[src/rtl/shift_univ_reg.sv]
// Parametrised universal shift register: serial shift both ways, rotate, parallel load,
// synchronous clear, clock enable, cascade outputs and a registered word-complete pulse.
module shift_univ_reg #(
  parameter int               WIDTH     = 8,
  parameter logic [WIDTH-1:0] RESET_VAL = '0
) (
  input  logic             clk,
  input  logic             reset,
  input  logic             en,
  input  logic [2:0]       mode,
  input  logic             s_in_r,
  input  logic             s_in_l,
  input  logic [WIDTH-1:0] d_in,
  output logic [WIDTH-1:0] q_out,
  output logic             s_out_r,
  output logic             s_out_l,
  output logic             word_valid
);

  localparam int CW = $clog2(WIDTH);
  localparam logic [CW-1:0] CNT_LAST = CW'(WIDTH - 1);

  typedef enum logic [2:0] {
    MODE_HOLD = 3'b000,
    MODE_SHR  = 3'b001,
    MODE_SHL  = 3'b010,
    MODE_ROR  = 3'b011,
    MODE_ROL  = 3'b100,
    MODE_LOAD = 3'b101,
    MODE_CLR  = 3'b110,
    MODE_RSVD = 3'b111
  } mode_e;

  logic [CW-1:0]    cnt;
  logic [CW-1:0]    cnt_next;
  logic [WIDTH-1:0] q_next;
  logic             wv_next;
  logic             shift_op;
  logic             cnt_clear;
  mode_e            mode_dec;

  assign mode_dec = mode_e'(mode);

  // Datapath: next register word and whether this op counts toward a serial word.
  always_comb begin
    q_next    = q_out;
    shift_op  = 1'b0;
    cnt_clear = 1'b0;
    if (en) begin
      case (mode_dec)
        MODE_SHR: begin
          q_next   = {s_in_r, q_out[WIDTH-1:1]};
          shift_op = 1'b1;
        end
        MODE_SHL: begin
          q_next   = {q_out[WIDTH-2:0], s_in_l};
          shift_op = 1'b1;
        end
        MODE_ROR:  q_next = {q_out[0], q_out[WIDTH-1:1]};
        MODE_ROL:  q_next = {q_out[WIDTH-2:0], q_out[WIDTH-1]};
        MODE_LOAD: begin
          q_next    = d_in;
          cnt_clear = 1'b1;
        end
        MODE_CLR: begin
          q_next    = '0;
          cnt_clear = 1'b1;
        end
        default:   q_next = q_out;
      endcase
    end
  end

  // Word counter: the WIDTH-th serial shift wraps the count and raises the pulse.
  always_comb begin
    cnt_next = cnt;
    wv_next  = 1'b0;
    if (cnt_clear) begin
      cnt_next = '0;
    end else if (shift_op) begin
      if (cnt == CNT_LAST) begin
        cnt_next = '0;
        wv_next  = 1'b1;
      end else begin
        cnt_next = cnt + CW'(1);
      end
    end
  end

  always_ff @(posedge clk or posedge reset) begin
    if (reset) begin
      q_out      <= RESET_VAL;
      cnt        <= '0;
      word_valid <= 1'b0;
    end else begin
      q_out      <= q_next;
      cnt        <= cnt_next;
      word_valid <= wv_next;
    end
  end

  assign s_out_r = q_out[0];
  assign s_out_l = q_out[WIDTH-1];

endmodule

[config.mk]
export PLATFORM = sky130hd
export DESIGN_NAME = shift_univ_reg
export DESIGN_NICKNAME = d
export VERILOG_FILES = /design/src/rtl/shift_univ_reg.sv
export SDC_FILE = /design/constraint.sdc
export NUM_CORES = 1
export LEC_CHECK = 0
export CAP_MARGIN = 20
export CELL_PAD_IN_SITES_DETAIL_PLACEMENT = 0
export CELL_PAD_IN_SITES_GLOBAL_PLACEMENT = 2
export CORE_MARGIN = 2
export CORE_UTILIZATION = 37
export CTS_CLUSTER_DIAMETER = 150
export DETAILED_ROUTE_END_ITERATION = 12
export DONT_BUFFER_PORTS = 1
export GPL_TIMING_DRIVEN = 0
export PLACE_DENSITY_LB_ADDON = 0.1
export SETUP_SLACK_MARGIN = 0.5
export SYNTH_ARGS = -nofsm -noshare
export SYNTH_HDL_FRONTEND = slang
export SYNTH_SLANG_ARGS = --single-unit
[constraint.sdc]
create_clock -name clk -period 1.7 [get_ports clk]
set_input_delay 0.34 -clock clk [delete_from_list [all_inputs] [get_ports clk]]
set_output_delay 0.34 -clock clk [all_outputs]
set_load 0.005 [all_outputs]
# --- Word level (Yosys, flattened, before mapping) ---
# Cells that the tools add are included.
word_totals:
  latchBits: 0
  inputBits: 16
  wordCells: 27
  ramBits: 0
  out_inout_bits: 11
  regBits: 12
  mem_bits_ro: 0
  mem_count: 0
op_classes:
  div_mod_pow: 0
  mul: 0
  n_bitwise: 0
  n_addsub: 1
  n_shift: 0
  order_cmp: 0
  n_eq_ne: 7
  muxes: 11
  reduce_logical: 5
op_table:
  columns: ["op", "n"]
  rows:
  - ["8-bit one-hot mux with 6 select lines", 1]
  - ["3-bit equality test, second input constant", 4]
  - ["3-bit two-way mux", 3]
  - ["1-bit two-way mux", 7]
  - ["3-bit by 2-bit equality test with 1-bit output, second input constant", 2]
  - ["6-bit nonzero test", 1]
  - ["2-bit OR reduction", 2]
  - ["3-bit by 1-bit adder with 3-bit output, second input constant", 1]
  - ["3-bit by 1-bit equality test with 1-bit output, second input constant", 1]
  - ["2-bit AND reduction", 1]
  - ["2-bit nonzero test", 1]

# --- Longest topological paths before layout ---
# Gate-level depths: netlist of the first run.
logic_depth:
  word_depth: 6
  ltp_mapped: 6
  depth_no_buf: 4

# --- Least setup slack after synthesis of the first run ---
# OpenSTA, ideal clock, no wires.
synth_timing:
  kind: "input-to-reg"
  startpoint: "in mode[0]"
  endpoint: "reg q_out[2]"
  slack_ns: 0.435
  required_ns: 1.573
  setup_ns: 0.127
  n_path_buf: 1
  arrival_time_ns: 1.138
  cell_stages: 5
  cell_sequence: "buf_2 -> nand2_1 -> o21ai_0 -> a222oi_1 -> o21ai_1"
synth_via:
  elab_chain_len: 3
  word_cells_on_any_way: 9
  cone_classes: "eq/ne: 6; mux: 1; reduce/logical: 2"
synth_lines:
  columns: ["element", "line_no", "rtl"]
  rows:
  - ["from (decl)", "10", "input logic [2:0] mode,"]
  - ["3-bit equality test, or another cell as far along", "50", "case (mode_dec)"]
  - ["6-bit nonzero test (no source line)", null, null]
  - ["2-bit AND reduction (no source line)", null, null]
  - ["to (signal assigned)", "96", "q_out <= q_next;"]
  - ["to (decl)", "14", "output logic [WIDTH-1:0] q_out,"]
# Parallel ways exist; a longest one is shown, timed or not.
# A chain may end at the register's enable or synchronous reset.

# --- Worst setup path after layout of the first run ---
layout_timing:
  startpoint: "reg q_out[7]"
  endpoint: "out q_out[7]"
# No word-level cell between the ends.

==> flow_summary.ini, run 1 <==
[status]
status = finished clean

[cts]
h-tree-depth = 1
path_clk_slew_ns = 0.07
cts_root_buf = clkbuf_4
clock_path_buffers = 2
cts_tree = done
cts_buffers = 3
clk_latency_ns = 0.26
cts_sinks = 12

[yosys]
synth_warnings = 0
synth-async-reset-ratio_pct = 100.0
synth_area_per_cell_sq_um = 8.826
synthCells = 93
ys_types = 29
syn_nets = 111
synthesis.area_sq_um = 820.8
synth-seq-area-share_pct = 36.59
synth-seq-cells = 12
synth-edff-count = 0
synthFlopType = dfrtp_1

[die]
dieArea_sq_um = 2611
die_w_um = 51.10
die_h_um = 51.10
coreArea_sq_um = 2148
start_util_pct = 38.21
fp-row-count = 17
num_io_pins = 27

[setup_path]
worstSetupStartpointType = flip-flop
cp_slowest_stage_delay_ns = 0.46
crit_buf_inv = 1
slowest_stage = dfrtp_2
critPathTopFamily = flip-flops
crit_chain = buf_6
required_ns = 1.36
cp-startpoint = q_out[7]
end_kind = output port
worstPathArrival_ns = 0.85
critPathKind = flip-flop to output port
regToRegStartpoint = cnt[0]
crit_fanout = 6

[drt]
final_antenna_net_count = 0
drtIter0Drc = 16
routed_wl_um = 1859
drc = 0
vias = 692
firstDrtPassIters = 4
routed_via_density = 5.492
wl_per_cell_um = 14.75

[power_and_ir_drop]
peakVddDrop_mv = 0.3881
p_per_area_nw_per_um2 = 829.7
total_leakage_power_nw = 0.4112

[cells_and_area]
final_core_util_pct = 42.87
seq_area_sq_um = 302.8
drive_gt1_share_pct = 19.39
fin_cells = 126
fillCellCount = 230
multi_input_area_sq_um = 444.2
nets = 118
antenna-diode-count = 0
syn_to_final_growth_pct = 12.20

[global_route]
grt_max_degree = 13
antenna_found_initial = 0
grt-ovfl-total = 0
grt_usage_pct = 16.51
grt_pass1_wl_um = 3222
grt_pass1_vias = 679

[timing]
fin_skew_ns = 0.002101
hold_violations = 0
post-route-period-util_pct = 69.93
maxSlewViolCount = 0
setup_viol_count_final = 0
slew_headroom_pct = 67.76
tightest_slew_ns = 0.4831
period_minus_slack_ns = 1.189
rsz0062_at_grt = yes
fmax_mhz = 841.2
fin_setup_tns_ns = 0

[job]
max_cap_viol_count = 0

[place]
port-buffer-count = 0
hpwlAfterDp_um = 1408
gp_congestion = 0.7251
dp_cells = 121

[worst_hold_path]
hold_class = primary input to flip-flop
min-delay-start = en
==> routing by layer <==
| metal | global-route usage, % | part of all wire, % | vias up |
|---|---|---|---|
| li1 | - | - | 349 |
| met5 | 0 | 0 | - |
| met2 | 24.24 | 42 | 18 |
| met3 | 4.094 | 7.2 | 2 |
| met4 | 6.757 | 0.65 | 0 |
| met1 | 23.02 | 50 | 323 |
==> registers in the layout (all words and copies together), names as in the netlist <==
| name | flops |
|---|---|
| word_valid | 1 |
| q_out | 8 |
| cnt | 3 |
==> synth_stat cells (all sizes together), types with 3 or more instances <==
library cell | number | area (sq um)
nand2 | 13 | 48.80
and3 | 3 | 18.77
a21oi | 4 | 20.02
buf | 8 | 66.31
nor2 | 7 | 26.28
mux2i | 3 | 30.03
nand2b | 6 | 37.54
nand3 | 4 | 32.53
o21ai | 12 | 63.81
dfrtp | 12 | 300.3
a211oi | 5 | 37.54
inv | 3 | 11.26
==> cells in the final DEF (no fill, tap or decap), types with 4 or more instances in the layout <==
cell type  instances
nor2_1             7
o21ai_0            6
o21ai_1            5
nand2_1           13
buf_6              4
a211oi_1           5
dfrtp_1           10
nand2b_1           6
a21oi_1            4
==> cell families (layout without fill, tap and decap cells) <==
family / Yosys count / count (layout) / share of synthesized area, %
AND/OR/NAND/NOR: 36 / 36 / 23.78
flip-flops: 12 / 12 / 36.59
XOR/XNOR: 1 / 1 / 1.067
AO/OA/AOI/OAI: 27 / 27 / 21.19
multiplexers: 3 / 3 / 3.659
adder cells (fa/ha/maj): 3 / 3 / 4.268
buffers and inverters: 11 / 16 / 9.451
==> worst paths after layout <==
| kind | endpoint | slack [ns] | cells past startpoint |
|---|---|---|---|
| max in group asynchronous | q_out[7] | 0.81 | 2 |
| min in group asynchronous | q_out[5] | 0.53 | 2 |
| hold / removal | q_out[6] | 0.29 | 2 |
| setup reg to reg | cnt[0] | 0.53 | 4 |
| setup / recovery | q_out[7] | 0.51 | 1 |
| hold reg to reg | cnt[1] | 0.50 | 2 |
==> area by class of cell <==
type / instances / share of cell area (%)
Clock buffer: 3 / 2.446
Inverter: 3 / 1.223
Multi-Input combinational cell: 70 / 48.23
Sequential cell: 12 / 32.88
Tap cell: 28 / 3.804
Timing Repair Buffer: 2 / 1.902
Buffer: 8 / 9.511
==> power by group <==
group / total, W / internal [W] / switching, W
sequential: 0.000391 / 0.000333 / 0.0000580
clock: 0.000171 / 0.0000818 / 0.0000897
combinational: 0.000201 / 0.000104 / 0.0000974
total: 0.000764 / 0.000519 / 0.000245
==> timing repair <==
action / CTS / global route
endpoints found under the hold margin: 12 / 0
pin swaps: 0 / 0
endpoints found under the setup margin: 2 / 4
setup buffers: 0 / 1
hold buffers: 1 / 0
resized for setup: 4 / 0
==> metrics by stage <==
stage / power [W] / instance area (sq um) / worst slack (ns) / hold slack, ns
finish: 0.0007640 / 920.9 / 0.5113 / 0.2911
global route: 0.0008315 / 920.9 / 0.4605 / 0.2882
CTS: 0.0007718 / 913.4 / 0.4898 / 0.2828
detailed placement: 0.0005834 / 870.8 / 0.3486 / 0.2839
global placement: 0.0005810 / 870.8 / 0.3767 / 0.2820
floorplan: 0.0005390 / 835.8 / 0.4887 / 0.2047
Note: power is estimated with default switching activity, not from simulation.
==> run 2: changes to the inputs <==
--- a/config.mk
+++ b/config.mk
@@ -9,7 +9,7 @@
 export CELL_PAD_IN_SITES_DETAIL_PLACEMENT = 0
 export CELL_PAD_IN_SITES_GLOBAL_PLACEMENT = 2
 export CORE_MARGIN = 2
-export CORE_UTILIZATION = 37
+export CORE_UTILIZATION = 31
 export CTS_CLUSTER_DIAMETER = 150
 export DETAILED_ROUTE_END_ITERATION = 12
 export DONT_BUFFER_PORTS = 1
==> constraint.sdc (replaced) <==
create_clock -name clk -period 1 [get_ports clk]
set_input_delay 0.2 -clock clk [delete_from_list [all_inputs] [get_ports clk]]
set_output_delay 0.2 -clock clk [all_outputs]
set_load 0.005 [all_outputs]
==> run 2 against run 1 <==
  * The flow now finishes with violations (hold timing, setup timing)
  * First-iteration DRC count up 6.3%
  * Combinational power up 100%
  * Utilization decreased by 1.7 points
  * Largest cell class unchanged
  * Count of clock-buffer cells in the layout increased by 1
  * Sequential share of layout area down 3.0 points
  * Total power grew 96%
  * Register-to-register slack got worse by 0.63 ns
  * Die area rose by 18%
  * Clock power grew 130%
  * Global-route usage decreased by 1.9 points
==> flow_summary.ini, run 2 (same netlist as run 1, synthesis figures left out) <==
[cts]
cts_tree = done
h-tree-depth = 1
clk_latency_ns = 0.27
cts_root_buf = clkbuf_4
clock_path_buffers = 2
path_clk_slew_ns = 0.08
cts_buffers = 3
cts_sinks = 12

[die]
die_w_um = 55.46
start_util_pct = 32.83
fp-row-count = 18
die_h_um = 55.46
num_io_pins = 27
dieArea_sq_um = 3075
coreArea_sq_um = 2500

[global_route]
grt_usage_pct = 14.65
grt_max_degree = 13
grt_pass1_wl_um = 3553
antenna_found_initial = 0
grt-ovfl-total = 0
grt_pass1_vias = 715

[setup_path]
worstPathArrival_ns = 1.31
regToRegStartpoint = cnt[1]
cp-startpoint = cnt[1]
ff2ff_path_depth = 4
critPathKind = flip-flop to flip-flop
end_kind = flip-flop
cp_num_cells = 4
critPathTopFamily = flip-flops
required_ns = 1.22
r2r-end = cnt[0]
cp_common_cell = ha_4
crit_chain = ha_4 > ha_4 > nor4_4 > a21o_1
setup.worst_path.end = cnt[0]
slowest_stage = dfrtp_1
crit_buf_inv = 0
cp_slowest_stage_delay_ns = 0.41
r2r_setup_slack_ns = -0.1
crit_fanout = 2
worstSetupStartpointType = flip-flop

[power_and_ir_drop]
peakVddDrop_mv = 0.6513
p_per_area_nw_per_um2 = 1456
total_leakage_power_nw = 0.4119

[timing]
rsz0062_at_grt = yes
hold_slack_ns = -0.1615
maxSlewViolCount = 0
fmax_mhz = 911.8
fin_skew_ns = 0.005048
slew_headroom_pct = 65.01
setup_viol_count_final = 10
setup_slack_ns = -0.09678
tightest_slew_ns = 0.5243
hold_violations = 12
post-route-period-util_pct = 109.7
period_minus_slack_ns = 1.097

[drt]
firstDrtPassIters = 4
wl_per_cell_um = 16.16
routed_via_density = 5.664
final_antenna_net_count = 0
routed_wl_um = 2069
drtIter0Drc = 17
drc = 0
vias = 725

[cells_and_area]
final_area_sq_um = 1028
largestRegisters = q_out (8), cnt (3), word_valid (1)
regMostFlops = q_out
final_common_cell = nand2_1
nets = 117
largest_reg_flops = 8
fillCellCount = 260
fin_cells = 128
layout_common_cells = nand2_1 (12), o21ai_1 (10), nor2_1 (6), dfrtp_1 (6), dfrtp_2 (6)
antenna-diode-count = 0
drive_gt1_share_pct = 41.84
multi_input_area_sq_um = 540.5
final_core_util_pct = 41.14
syn_to_final_growth_pct = 25.31
seq_area_sq_um = 307.8

[status]
status = finished with violations
failed_checks = hold timing, setup timing

[place]
port-buffer-count = 0
dp_cells = 123
placed_area_sq_um = 888.4
gp_congestion = 0.7483
hpwlAfterDp_um = 1524
dp_slack_ns = -0.1885

[worst_hold_path]
hold_class = primary input to async pin

[job]
max_cap_viol_count = 0
[run 2: per-stage QoR]
stage,setup TNS (ns),total power (W)
2_1_floorplan,-0.7033,0.0009357
3_3_place_gp,-1.408,0.001013
3_5_place_dp,-1.514,0.001019
4_1_cts,-0.5844,0.001486
5_1_grt,-1.090,0.001613
6_report,-0.5167,0.001497
[run 2: how the worst min path moves through the flow]
stage | from | to | slack [ns] | depth (start not counted)
2_1_floorplan | reset | cnt[0] | 0.06 | 1
3_3_place_gp | reset | cnt[1] | 0.15 | 1
3_5_place_dp | reset | cnt[1] | 0.16 | 1
4_1_cts | reset | q_out[6] | -0.14 | 1
5_1_grt | reset | q_out[6] | -0.13 | 1
6_report | reset | q_out[6] | -0.16 | 1
[run 2: routing by layer]
metal	global-route usage (%)	vias up	routed length [um]
li1	-	352	-
met1	21.30	336	1001
met2	19.39	31	864
met3	5.621	6	168
met4	5.226	0	34
met5	0	-	0
[run 2: final cells by class]
| cell class | count | share of cell area (%) |
|---|---|---|
| multi-input combinational | 70 | 52.55 |
| timing repair buffer | 1 | 0.7299 |
| inverter | 3 | 1.095 |
| sequential | 12 | 29.93 |
| buffer | 8 | 8.516 |
| tap | 30 | 3.650 |
| clock buffer | 4 | 3.528 |
[run 2: worst reg2reg max path, delay by kind of cell (launching register included)]
family	cells	cell delay (ns)
AO/OA/AOI/OAI	1	0.10
flip-flops	1	0.41
AND/OR/NAND/NOR	1	0.19
adder cells (fa/ha/maj)	2	0.34
[run 2: report_power, final]
group	switching, W	total, W	leakage (nW)	internal [W]
logic	0.000194	0.000403	0.241	0.000209
clock network	0.000175	0.000397	0.0210	0.000221
registers	0.000126	0.000698	0.150	0.000572
total	0.000496	0.00150	0.412	0.00100
[run 2: what timing repair did]
action / in CTS / in global routing
hold endpoints to repair: 12 / 12
gates resized for setup: 16 / 9
buffers inserted: 1 / 0
setup endpoints to repair: 23 / 23
pin swaps: 12 / 4
==> run 3: changes to the inputs <==
--- a/config.mk
+++ b/config.mk
@@ -11,6 +11,7 @@
 export CORE_MARGIN = 2
 export CORE_UTILIZATION = 31
 export CTS_CLUSTER_DIAMETER = 150
+export CTS_CLUSTER_SIZE = 8
 export DETAILED_ROUTE_END_ITERATION = 12
 export DONT_BUFFER_PORTS = 1
 export GPL_TIMING_DRIVEN = 0
==> results of run 3 <==
No change in the layout: final DEF, timing and power equal those of run 2.
